<file path="config.mk">
export PLATFORM = sky130hd
export DESIGN_NAME = digit_sequence_controller_flat
export DESIGN_NICKNAME = d
export VERILOG_FILES = /design/src/rtl/game_pkg.sv /design/src/rtl/digit_sequence_controller_if.sv /design/src/rtl/digit_seq_buffer.sv /design/src/rtl/digit_sequence_controller.sv /design/src/flat_wrapper.sv
export SDC_FILE = /design/constraint.sdc
export NUM_CORES = 1
export LEC_CHECK = 0
export CELL_PAD_IN_SITES_DETAIL_PLACEMENT = 1
export CELL_PAD_IN_SITES_GLOBAL_PLACEMENT = 1
export CORE_UTILIZATION = 34
export DETAILED_ROUTE_END_ITERATION = 10
export GPL_TIMING_DRIVEN = 0
export PLACE_DENSITY_LB_ADDON = 0.1
export SYNTH_ARGS = -nofsm -noshare
export SYNTH_HDL_FRONTEND = slang
export SYNTH_SLANG_ARGS = --single-unit
</file>
<file path="constraint.sdc">
create_clock -name clk -period 6.7 [get_ports clk]
set_input_delay 1.005 -clock clk [delete_from_list [all_inputs] [get_ports clk]]
set_output_delay 1.005 -clock clk [all_outputs]
set_load 0.02 [all_outputs]
</file>
<file path="src/rtl/game_pkg.sv">
// Shared types and constants for the digit memory game blocks.
package game_pkg;

  localparam int unsigned DIGIT_W       = 4;
  localparam int unsigned MAX_LEN_LIMIT = 16;

  typedef logic [DIGIT_W-1:0] digit_t;
  typedef logic [$clog2(MAX_LEN_LIMIT+1)-1:0] level_t;

  typedef enum logic [2:0] {
    IDLE,
    GEN,
    SHOW,
    GAP,
    INPUT,
    PASS,
    FAIL,
    WIN
  } seq_state_t;

  // Random generator may emit 10..15; fold those back into 0..9.
  function automatic digit_t fold_digit(input digit_t d);
    return (d > digit_t'(9)) ? digit_t'(d - digit_t'(10)) : d;
  endfunction

endpackage

</file>
<file path="src/rtl/digit_sequence_controller_if.sv">
// Handshake bundle between the round sequencer and its neighbours
// (random generator, keypad decoder, display driver).
interface digit_sequence_controller_if;
  import game_pkg::*;

  logic   start;
  digit_t rand_digit;
  logic   key_valid;
  digit_t key_digit;
  logic   show_valid;
  digit_t show_digit;
  logic   await_input;
  level_t level;
  logic   pass;
  logic   fail;
  logic   win;

  modport master (
    output start, rand_digit, key_valid, key_digit,
    input  show_valid, show_digit, await_input, level, pass, fail, win
  );

  modport slave (
    input  start, rand_digit, key_valid, key_digit,
    output show_valid, show_digit, await_input, level, pass, fail, win
  );

endinterface

</file>
<file path="src/rtl/digit_seq_buffer.sv">
// Sequence storage: synchronous write, asynchronous read with separate
// playback and checking addresses selected by the controller.
module digit_seq_buffer
  import game_pkg::*;
#(
  parameter int unsigned MAX_LEN = 16,
  parameter int unsigned AW      = 4
) (
  input  logic          clk,
  input  logic          we,
  input  logic [AW-1:0] waddr,
  input  digit_t        wdata,
  input  logic [AW-1:0] play_addr,
  input  logic [AW-1:0] check_addr,
  input  logic          sel_check,
  output digit_t        rdata
);

  digit_t mem [MAX_LEN];

  always_ff @(posedge clk) begin
    if (we) mem[waddr] <= wdata;
  end

  assign rdata = mem[sel_check ? check_addr : play_addr];

endmodule

</file>
<file path="src/rtl/digit_sequence_controller.sv">
// Round sequencer: grows the digit sequence, plays it back with fixed
// on/off timing, then checks keypad entries against it.
module digit_sequence_controller
  import game_pkg::*;
#(
  parameter int unsigned MAX_LEN       = 16,
  parameter int unsigned SHOW_CYCLES   = 25_000_000,
  parameter int unsigned GAP_CYCLES    = 12_500_000,
  parameter int unsigned INPUT_TIMEOUT = 250_000_000
) (
  input logic                        clk,
  input logic                        reset,
  digit_sequence_controller_if.slave bus
);

  localparam int unsigned AW        = $clog2(MAX_LEN);
  localparam level_t      MAX_LEN_L = level_t'(MAX_LEN);

  seq_state_t  state, state_n;
  level_t      len, len_n;
  level_t      play_idx, play_idx_n;
  level_t      chk_idx, chk_idx_n;
  logic [31:0] timer, timer_n;
  level_t      last_idx;
  digit_t      rd_digit;
  logic        we;

  assign last_idx = len - level_t'(1);

  digit_seq_buffer #(
    .MAX_LEN (MAX_LEN),
    .AW      (AW)
  ) u_buf (
    .clk        (clk),
    .we         (we),
    .waddr      (last_idx[AW-1:0]),
    .wdata      (fold_digit(bus.rand_digit)),
    .play_addr  (play_idx[AW-1:0]),
    .check_addr (chk_idx[AW-1:0]),
    .sel_check  (state == INPUT),
    .rdata      (rd_digit)
  );

  always_ff @(posedge clk or posedge reset) begin
    if (reset) begin
      state    <= IDLE;
      len      <= '0;
      play_idx <= '0;
      chk_idx  <= '0;
      timer    <= '0;
    end else begin
      state    <= state_n;
      len      <= len_n;
      play_idx <= play_idx_n;
      chk_idx  <= chk_idx_n;
      timer    <= timer_n;
    end
  end

  // One down-counter serves SHOW, GAP and the INPUT timeout; it is loaded
  // with (duration-1) on entry so each phase lasts exactly its duration.
  always_comb begin
    state_n    = state;
    len_n      = len;
    play_idx_n = play_idx;
    chk_idx_n  = chk_idx;
    timer_n    = timer;
    we         = 1'b0;
    case (state)
      IDLE, FAIL, WIN: begin
        if (bus.start) begin
          len_n   = level_t'(1);
          state_n = GEN;
        end
      end
      GEN: begin
        we         = 1'b1;
        play_idx_n = '0;
        timer_n    = SHOW_CYCLES - 32'd1;
        state_n    = SHOW;
      end
      SHOW: begin
        if (timer == '0) begin
          timer_n = GAP_CYCLES - 32'd1;
          state_n = GAP;
        end else begin
          timer_n = timer - 32'd1;
        end
      end
      GAP: begin
        if (timer == '0) begin
          if (play_idx == last_idx) begin
            play_idx_n = '0;
            chk_idx_n  = '0;
            timer_n    = INPUT_TIMEOUT - 32'd1;
            state_n    = INPUT;
          end else begin
            play_idx_n = play_idx + level_t'(1);
            timer_n    = SHOW_CYCLES - 32'd1;
            state_n    = SHOW;
          end
        end else begin
          timer_n = timer - 32'd1;
        end
      end
      INPUT: begin
        // A key in the expiry cycle is evaluated instead of timing out.
        if (bus.key_valid) begin
          timer_n = INPUT_TIMEOUT - 32'd1;
          if (bus.key_digit != rd_digit) state_n = FAIL;
          else if (chk_idx == last_idx)  state_n = PASS;
          else                           chk_idx_n = chk_idx + level_t'(1);
        end else if (timer == '0) begin
          state_n = FAIL;
        end else begin
          timer_n = timer - 32'd1;
        end
      end
      PASS: begin
        if (len == MAX_LEN_L) begin
          state_n = WIN;
        end else begin
          len_n   = len + level_t'(1);
          state_n = GEN;
        end
      end
      default: state_n = IDLE;
    endcase
  end

  // Outputs decode only registered state, so they move solely on clk or reset.
  assign bus.show_valid  = (state == SHOW);
  assign bus.show_digit  = (state == SHOW) ? rd_digit : '0;
  assign bus.await_input = (state == INPUT);
  assign bus.level       = len;
  assign bus.pass        = (state == PASS);
  assign bus.fail        = (state == FAIL);
  assign bus.win         = (state == WIN);

endmodule

</file>
<file path="src/flat_wrapper.sv">
// flat-port wrapper written by rule: the top's interface ports become plain ports
module digit_sequence_controller_flat import game_pkg::*;
#(
  parameter int unsigned MAX_LEN       = 16,
  parameter int unsigned SHOW_CYCLES   = 25_000_000,
  parameter int unsigned GAP_CYCLES    = 12_500_000,
  parameter int unsigned INPUT_TIMEOUT = 250_000_000
)
  (clk, reset, bus_start, bus_rand_digit, bus_key_valid, bus_key_digit, bus_show_valid, bus_show_digit, bus_await_input, bus_level, bus_pass, bus_fail, bus_win);
  digit_sequence_controller_if bus_i ();
  input logic clk;
  input logic reset;
  input wire logic [$bits(bus_i.start)-1:0] bus_start;
  input wire logic [$bits(bus_i.rand_digit)-1:0] bus_rand_digit;
  input wire logic [$bits(bus_i.key_valid)-1:0] bus_key_valid;
  input wire logic [$bits(bus_i.key_digit)-1:0] bus_key_digit;
  output wire logic [$bits(bus_i.show_valid)-1:0] bus_show_valid;
  output wire logic [$bits(bus_i.show_digit)-1:0] bus_show_digit;
  output wire logic [$bits(bus_i.await_input)-1:0] bus_await_input;
  output wire logic [$bits(bus_i.level)-1:0] bus_level;
  output wire logic [$bits(bus_i.pass)-1:0] bus_pass;
  output wire logic [$bits(bus_i.fail)-1:0] bus_fail;
  output wire logic [$bits(bus_i.win)-1:0] bus_win;
  assign bus_i.start = bus_start;
  assign bus_i.rand_digit = bus_rand_digit;
  assign bus_i.key_valid = bus_key_valid;
  assign bus_i.key_digit = bus_key_digit;
  assign bus_show_valid = bus_i.show_valid;
  assign bus_show_digit = bus_i.show_digit;
  assign bus_await_input = bus_i.await_input;
  assign bus_level = bus_i.level;
  assign bus_pass = bus_i.pass;
  assign bus_fail = bus_i.fail;
  assign bus_win = bus_i.win;
  digit_sequence_controller #(.MAX_LEN(MAX_LEN), .SHOW_CYCLES(SHOW_CYCLES), .GAP_CYCLES(GAP_CYCLES), .INPUT_TIMEOUT(INPUT_TIMEOUT)) u_core (.clk(clk), .reset(reset), .bus(bus_i));
endmodule
</file>
==> results of run 1 <==
==> sequential cells by signal (all words and copies together) (netlist names) <==
name	flops
u_core.u_buf.mem	64
u_core.chk_idx	5
u_core.timer	32
u_core.state	3
u_core.bus.level	5
u_core.play_idx	5
==> final cells by class <==
cell class / instances / area, um^2 / area share, %
clock buffers: 18 / 429 / 5.26
inverters: 27 / 101 / 1.24
multi-input cells: 482 / 3480 / 42.6
clock inverters: 14 / 201 / 2.47
well taps: 265 / 332 / 4.06
plain buffers: 35 / 170 / 2.09
flip-flops and latches: 114 / 3170 / 38.9
repair buffers: 27 / 278 / 3.40
==> worst reg2reg max path, stage by stage, from the launching register on <==
cell	delay (ns)
dfrtp_1	0.42
buf_1	0.57
clkbuf_1	0.62
mux4_2	0.41
mux2i_1	0.46
nor4_1	0.09
nor4_1	0.33
nand4_1	0.34
or4_1	0.58
a21oi_1	0.16
==> logic make-up after synthesis <==
group           Yosys count
flops                   114
simple gates            233
compound gates          170
mux                      48
buf+inv                  62
fa+ha+maj                11
xor+xnor                 20
==> worst min path at each step <==
stage,endpoint,startpoint,slack (ns),cells past startpoint
after floorplan,u_core.timer[31],u_core.timer[31],0.44,1
after global placement,u_core.play_idx[4],u_core.play_idx[4],0.46,1
after detailed placement,u_core.play_idx[4],u_core.play_idx[4],0.47,1
after CTS,u_core.timer[31],u_core.timer[31],0.49,1
after global routing,u_core.timer[31],u_core.timer[31],0.50,1
final,u_core.timer[31],u_core.timer[31],0.48,1
==> metrics by stage <==
stage               power (mW)  util [%]  hold WS (ns)
floorplan                 1.60         -         0.439
global placement          1.93      38.0         0.464
detailed placement        1.97      38.2         0.470
CTS                       2.98      41.4         0.487
global route              3.13      41.4         0.500
finish                    2.96      41.4         0.475
==> power breakdown <==
part	internal, mW	switching, mW	leakage (nW)
sequential	0.830	0.0828	1.20
combinational	0.362	0.693	1.51
clock	0.627	0.365	0.302
==> per-layer routing <==
layer	GRT usage, %	vias up	share of wire [%]
li1	-	2615	-
met4	6.15	0	1.1
met5	0	-	0
met3	4.34	20	4.0
met2	35.4	135	45
met1	34.1	3006	50
==> Yosys cell counts, types with 8 or more instances <==
library cell	n
a21oi_1	42
a31oi_1	13
clkbuf_1	19
dfrtp_1	50
edfxtp_1	64
ha_1	11
inv_1	25
mux2i_1	13
mux4_2	28
nand2_1	54
nand3_1	16
nor2_1	71
nor3_1	26
o21ai_0	35
o21ai_1	11
o31ai_1	8
or3_1	8
or4_1	8
xnor2_1	12
==> metrics.md, run 1 <==
| Metric | Value |
|---|---|
| Final Hold Viols | `0` |
| Fin. max-slew vios | `0` |
| Max_slew headroom | `17.0%` |
| Crit path launch | `u_core.chk_idx[1]` |
| Post-Syn Instances | `658` |
| DR iter-0 viols | `364` |
| Worst hold-check path type | `reg2reg` |
| Setup crit end kind | `output pin` |
| All-Layer GR Usage | `23.4%` |
| Logic depth of the worst setup path including buffers | `8` |
| Vias per std cell | `5.88` |
| Largest stage delay, worst path | `0.63 ns` |
| Clock Path Buffers | `2` |
| H-tree depth | `4` |
| Area share of the largest cell type after synthesis | `27.8%` |
| Most common cell after layout, fill and taps aside | `nor2_1` |
| Synth top area cells | `edfxtp_1 (28%), dfrtp_1 (18%), mux4_2 (9.1%), nor2_1 (3.9%), a21oi_1 (3.0%)` |
| Routed via count | `5776` |
| CTS tree | `yes` |
| Area growth from synthesis to layout | `17.9%` |
| Setup slack after layout | `1.91 ns` |
| Reg2reg end | `u_core.chk_idx[3]` |
| Post-synthesis sequential area ratio | `45.9%` |
| Setup Crit Path Kind | `reg2out` |
| Final Cycle Share | `71.5%` |
| Initial core utilization | `35.1%` |
| Power per Cell Area | `363 nW/um^2` |
| Setup violations, final | `0` |
| Largest net degree at the start of global routing | `29` |
| CP cell instances | `clkbuf_1 > buf_1 > mux4_2 > o32ai_1 > or3_1 > nor2_1 > o21a_1 > clkdlybuf4s50_1` |
| Arr. time, crit path | `3.78 ns` |
| # IOs | `26` |
| Routed wire length | `22.7 mm` |
| Startpoint types | `flip-flop` |
| FF+latch count, synth | `114` |
| Fmax achieved | `0.209 GHz` |
| Fill cells | `2173` |
| Setup slack, reg-to-reg | `2.63 ns` |
| Core footprint | `19700 um^2` |
| Vias in the first global route | `6081` |
| CTS Buf Count | `17` |
| Final net count | `727` |
| DRC | `0` |
| DR WL/cell | `23.1 um` |
| Peak VDD IR | `0.000165 V` |
| Status | `finished clean` |
| Synthesized area per cell | `10.5 um^2` |
| Largest area contributor in the netlist | `edfxtp_1` |
| Number of flops mapped to enable cells by yosys | `64` |
| Clk root buf | `clkbuf_16` |
| Xor/xnor share of the synthesized area | `2.95%` |
| Main combinational cell family by area after synthesis | `simple AND/OR/NAND/NOR gates` |
| Commonest non-fill, non-tap cells in the layout | `nor2_1 (71), edfxtp_1 (64), nand2_1 (54)` |
| Dpl hpwl | `16.4 mm` |
| Placed insts | `950` |
| Kind of cell adding the most delay to the critical path | `buffers and inverters` |
| FF-to-FF Start | `u_core.play_idx[1]` |
| Final worst clock skew | `0.0120 ns` |
| Clk sinks | `114` |
| Initial antenna violation count | `0` |
| Synth warnings | `0` |
| DP Area | `7530 um^2` |
| Post-CTS sizing | `0` |
| Pre-CTS WS | `2.39 ns` |
| First-pass GRT wire length | `35.3 mm` |
| DR pass1 iterations | `4` |
| Mapped cell area | `6920 um^2` |
| Clock slew at reported path FFs | `0.06 ns` |
| CP Capture Point | `bus_show_digit[3]` |
| Max_cap viols | `0` |
| GRT Residual Overflow | `0` |
| Lkg Pwr | `3.00 nW` |
| Die W | `145 um` |
| Synth Net Count | `681` |
| Mux cell area share after synthesis | `12.5%` |
| Reg2reg path depth | `9` |
| Finished Layout Cells | `982` |
| Post-Synth Simple-Gate Area | `16.8%` |
| Number of post-CTS setup repair buffers | `0` |
| Die Ht | `145 um` |
| ANT nets after route | `0` |
| Synth Area in Compound Gates | `16.0%` |
| Async SR Flop Fraction | `43.9%` |
| TNS Setup | `0 ns` |
| Worst-Margin Slew | `1.25 ns` |
| Ratio of cells with drive above 1 in the final layout | `13.4%` |
| Port bufs | `25` |
| N_diodes | `0` |
| Die ar. | `20900 um^2` |
| Maximum fanout along the worst path | `10` |
| RD Place Congestion | `0.815` |
| Fin crit period | `4.79 ns` |
| Design area | `8160 um^2` |
| Count of different cell masters after synthesis | `78` |
| Max stage delay cell, worst path | `buf_1` |
| Hold buffers post-CTS | `0` |
| Adder-cell share of the synthesized area | `1.99%` |
| Crit path buffers/inverters | `3` |
| Site row count | `51` |
| Req. time, crit path | `5.69 ns` |
| Ys flop type | `edfxtp_1` |
| RSZ-0062 raised after global routing | `no` |
| Clk_lat worst skew | `0.43 ns` |
Note: power is estimated with default switching activity, not from simulation.
==> inputs of run 2 (changes only) <==
Clock period 6.7 ns to 4 ns, I/O delays scaled along.
==> run 2 against run 1 <==
Total power rose by 69%. Non-clock buffer count rose by 2. Global-route usage barely moved. Clock-buffer cell count did not move. Critical path depth rose by 2. Via count barely moved. Flip-flop and latch count did not move. Hold slack got worse by 0.00057 ns. Largest cell class unchanged.
==> metrics.md, run 2 (synthesis results as in run 1) <==
| Metric | Value |
|---|---|
| Peak VDD IR | `0.000290 V (+76%)` |
| Routed via count | `5775 (-0.017%)` |
| Clk root buf | `clkbuf_16` |
| Uppermost layer routed | `met4` |
| Design area | `8190 um^2 (+0.41%)` |
| Max stage delay cell, worst path | `clkdlybuf4s50_1` |
| Largest net degree at the start of global routing | `29 (unchanged)` |
| Setup crit end kind | `output pin` |
| Max_slew headroom | `17.5% (+0.48 points)` |
| DR WL/cell | `23.0 um (-0.35%)` |
| # IOs | `26 (unchanged)` |
| Ratio of cells with drive above 1 in the final layout | `14.5% (+1.1 points)` |
| Setup Crit Path Kind | `reg2out` |
| Fin. max-slew vios | `0 (unchanged)` |
| DR iter-0 viols | `390 (+7.1%)` |
| Worst hold-check path type | `reg2reg` |
| Core footprint | `19700 um^2 (unchanged)` |
| Max_cap viols | `0 (unchanged)` |
| Power per Cell Area | `612 nW/um^2 (+69%)` |
| Clk_lat worst skew | `0.43 ns (about the same)` |
| Clk sinks | `114 (unchanged)` |
| Worst-Margin Slew | `1.24 ns (-0.00726 ns)` |
| RSZ-0062 raised after global routing | `no` |
| RD Place Congestion | `0.815 (unchanged)` |
| GRT Residual Overflow | `0 (unchanged)` |
| Final worst clock skew | `0.0131 ns (+0.00107 ns)` |
| Biggest register | `u_core.u_buf.mem` |
| CTS Buf Count | `17 (unchanged)` |
| Worst hold stages | `1 (unchanged)` |
| Die ar. | `20900 um^2 (unchanged)` |
| First-pass GRT wire length | `35.3 mm (about the same)` |
| Dpl hpwl | `16.4 mm (unchanged)` |
| Site row count | `51 (unchanged)` |
| Final Hold Viols | `0 (unchanged)` |
| Final net count | `729 (+0.28%)` |
| CP cell instances | `buf_6 > or3b_1 > buf_6 > buf_6 > inv_2 > buf_4 > buf_2 > o211ai_1 > a21oi_1 > clkdlybuf4s50_1` |
| Vias in the first global route | `6070 (-0.18%)` |
| Routed wire length | `22.6 mm (-0.15%)` |
| Req. time, crit path | `3.40 ns (-2.29 ns)` |
| WL met3 | `886 um (-3.1%)` |
| Most common cell after layout, fill and taps aside | `nor2_1` |
| Startpoint types | `flip-flop` |
| DP Area | `7530 um^2 (unchanged)` |
| CTS tree | `yes` |
| Fin Hold WS | `0.475 ns (-0.000573 ns)` |
| Setup violations, final | `0 (unchanged)` |
| Clock Path Buffers | `2 (unchanged)` |
| Fmax achieved | `0.261 GHz` |
| Vias per std cell | `5.87 (-0.22%)` |
| TNS Setup | `0 ns (unchanged)` |
| Fin crit period | `3.84 ns` |
| Lkg Pwr | `3.05 nW (+1.4%)` |
| Top flop regs | `u_core.u_buf.mem x64, u_core.timer x32` |
| Maximum fanout along the worst path | `10 (unchanged)` |
| Reg2reg path depth | `10 (+1)` |
| Crit-path most repeated cell | `buf_6` |
| Clock slew at reported path FFs | `0.06 ns (about the same)` |
| DRC | `0 (unchanged)` |
| Arr. time, crit path | `3.24 ns (-0.54 ns)` |
| DR pass1 iterations | `5 (+1)` |
| Max reg flops | `64 (unchanged)` |
| Initial antenna violation count | `0 (unchanged)` |
| Initial core utilization | `35.1% (unchanged)` |
| Area growth from synthesis to layout | `18.4%` |
| ANT nets after route | `0 (unchanged)` |
| Met1 wire length | `11.3 mm (-0.32%)` |
| Die W | `145 um (unchanged)` |
| Final Cycle Share | `95.9%` |
| Met2 WL post-DR | `10.2 mm (+0.64%)` |
| H-tree depth | `4 (unchanged)` |
| Largest stage delay, worst path | `0.63 ns (about the same)` |
| All-Layer GR Usage | `23.4% (about the same)` |
| Status | `finished clean` |
| N_diodes | `0 (unchanged)` |
| Commonest non-fill, non-tap cells in the layout | `nor2_1 (71), edfxtp_1 (64), nand2_1 (54)` |
| Hold buffers post-CTS | `0 (unchanged)` |
| Port bufs | `25 (unchanged)` |
| Die Ht | `145 um (unchanged)` |
-- run 2: area by class of cell --
class	count	area [um^2]
repair buffers	29	294
multi-input cells	482	3480
plain buffers	35	184
inverters	27	101
flip-flops and latches	114	3170
clock buffers	18	429
fillers	2175	11500
clock inverters	14	201
well taps	265	332
-- run 2: metrics by stage --
stage | power, mW | cells | utilization, % | worst slack, ns
2_1_floorplan | 2.68 | 658 | - | 0.707
3_3_place_gp | 3.23 | 948 | 38.0 | -0.0453
3_5_place_dp | 3.30 | 950 | 38.2 | -0.0579
4_1_cts | 4.99 | 982 | 41.5 | 0.00330
5_1_grt | 5.29 | 984 | 41.6 | 0.00575
6_report | 5.01 | 984 | 41.6 | 0.163
-- run 2: final timing paths --
path	to	startpoint	slack, ns
worst min register to register	u_core.timer[31]	u_core.timer[31]	0.47
min in group asynchronous	u_core.timer[21]	reset	0.56
worst max-delay path	bus_show_digit[0]	u_core.state[0]	0.16
worst max register to register	u_core.chk_idx[3]	u_core.play_idx[0]	0.22
worst min-delay path	u_core.timer[31]	u_core.timer[31]	0.47
max in group asynchronous	u_core.chk_idx[4]	reset	2.85
-- run 2: worst max-delay path, delay by kind of cell (launching register included) --
kind	cells	cell delay [ns]
buffers and inverters	7	1.74
flip-flops	1	0.38
AND/OR/NAND/NOR	1	0.38
AO/OA/AOI/OAI	2	0.31
-- run 2: layer usage --
layer	GRT usage [%]	vias up
met5	0	-
met4	5.76	0
met3	4.15	20
met2	35.5	137
met1	34.3	3002
li1	-	2616
-- run 2: what timing repair did --
item / in CTS / in global routing
gates resized for setup: 9 / 4
endpoints found under the setup margin: 6 / 9
buffers inserted: 0 / 2
pin swaps: 0 / 1
-- run 2: report_power, final --
part	internal, mW	total (mW)	switching [mW]
sequential	1.39	1.53	0.138
combinational	0.648	1.83	1.18
clock	1.05	1.66	0.608
total	3.09	5.01	1.92
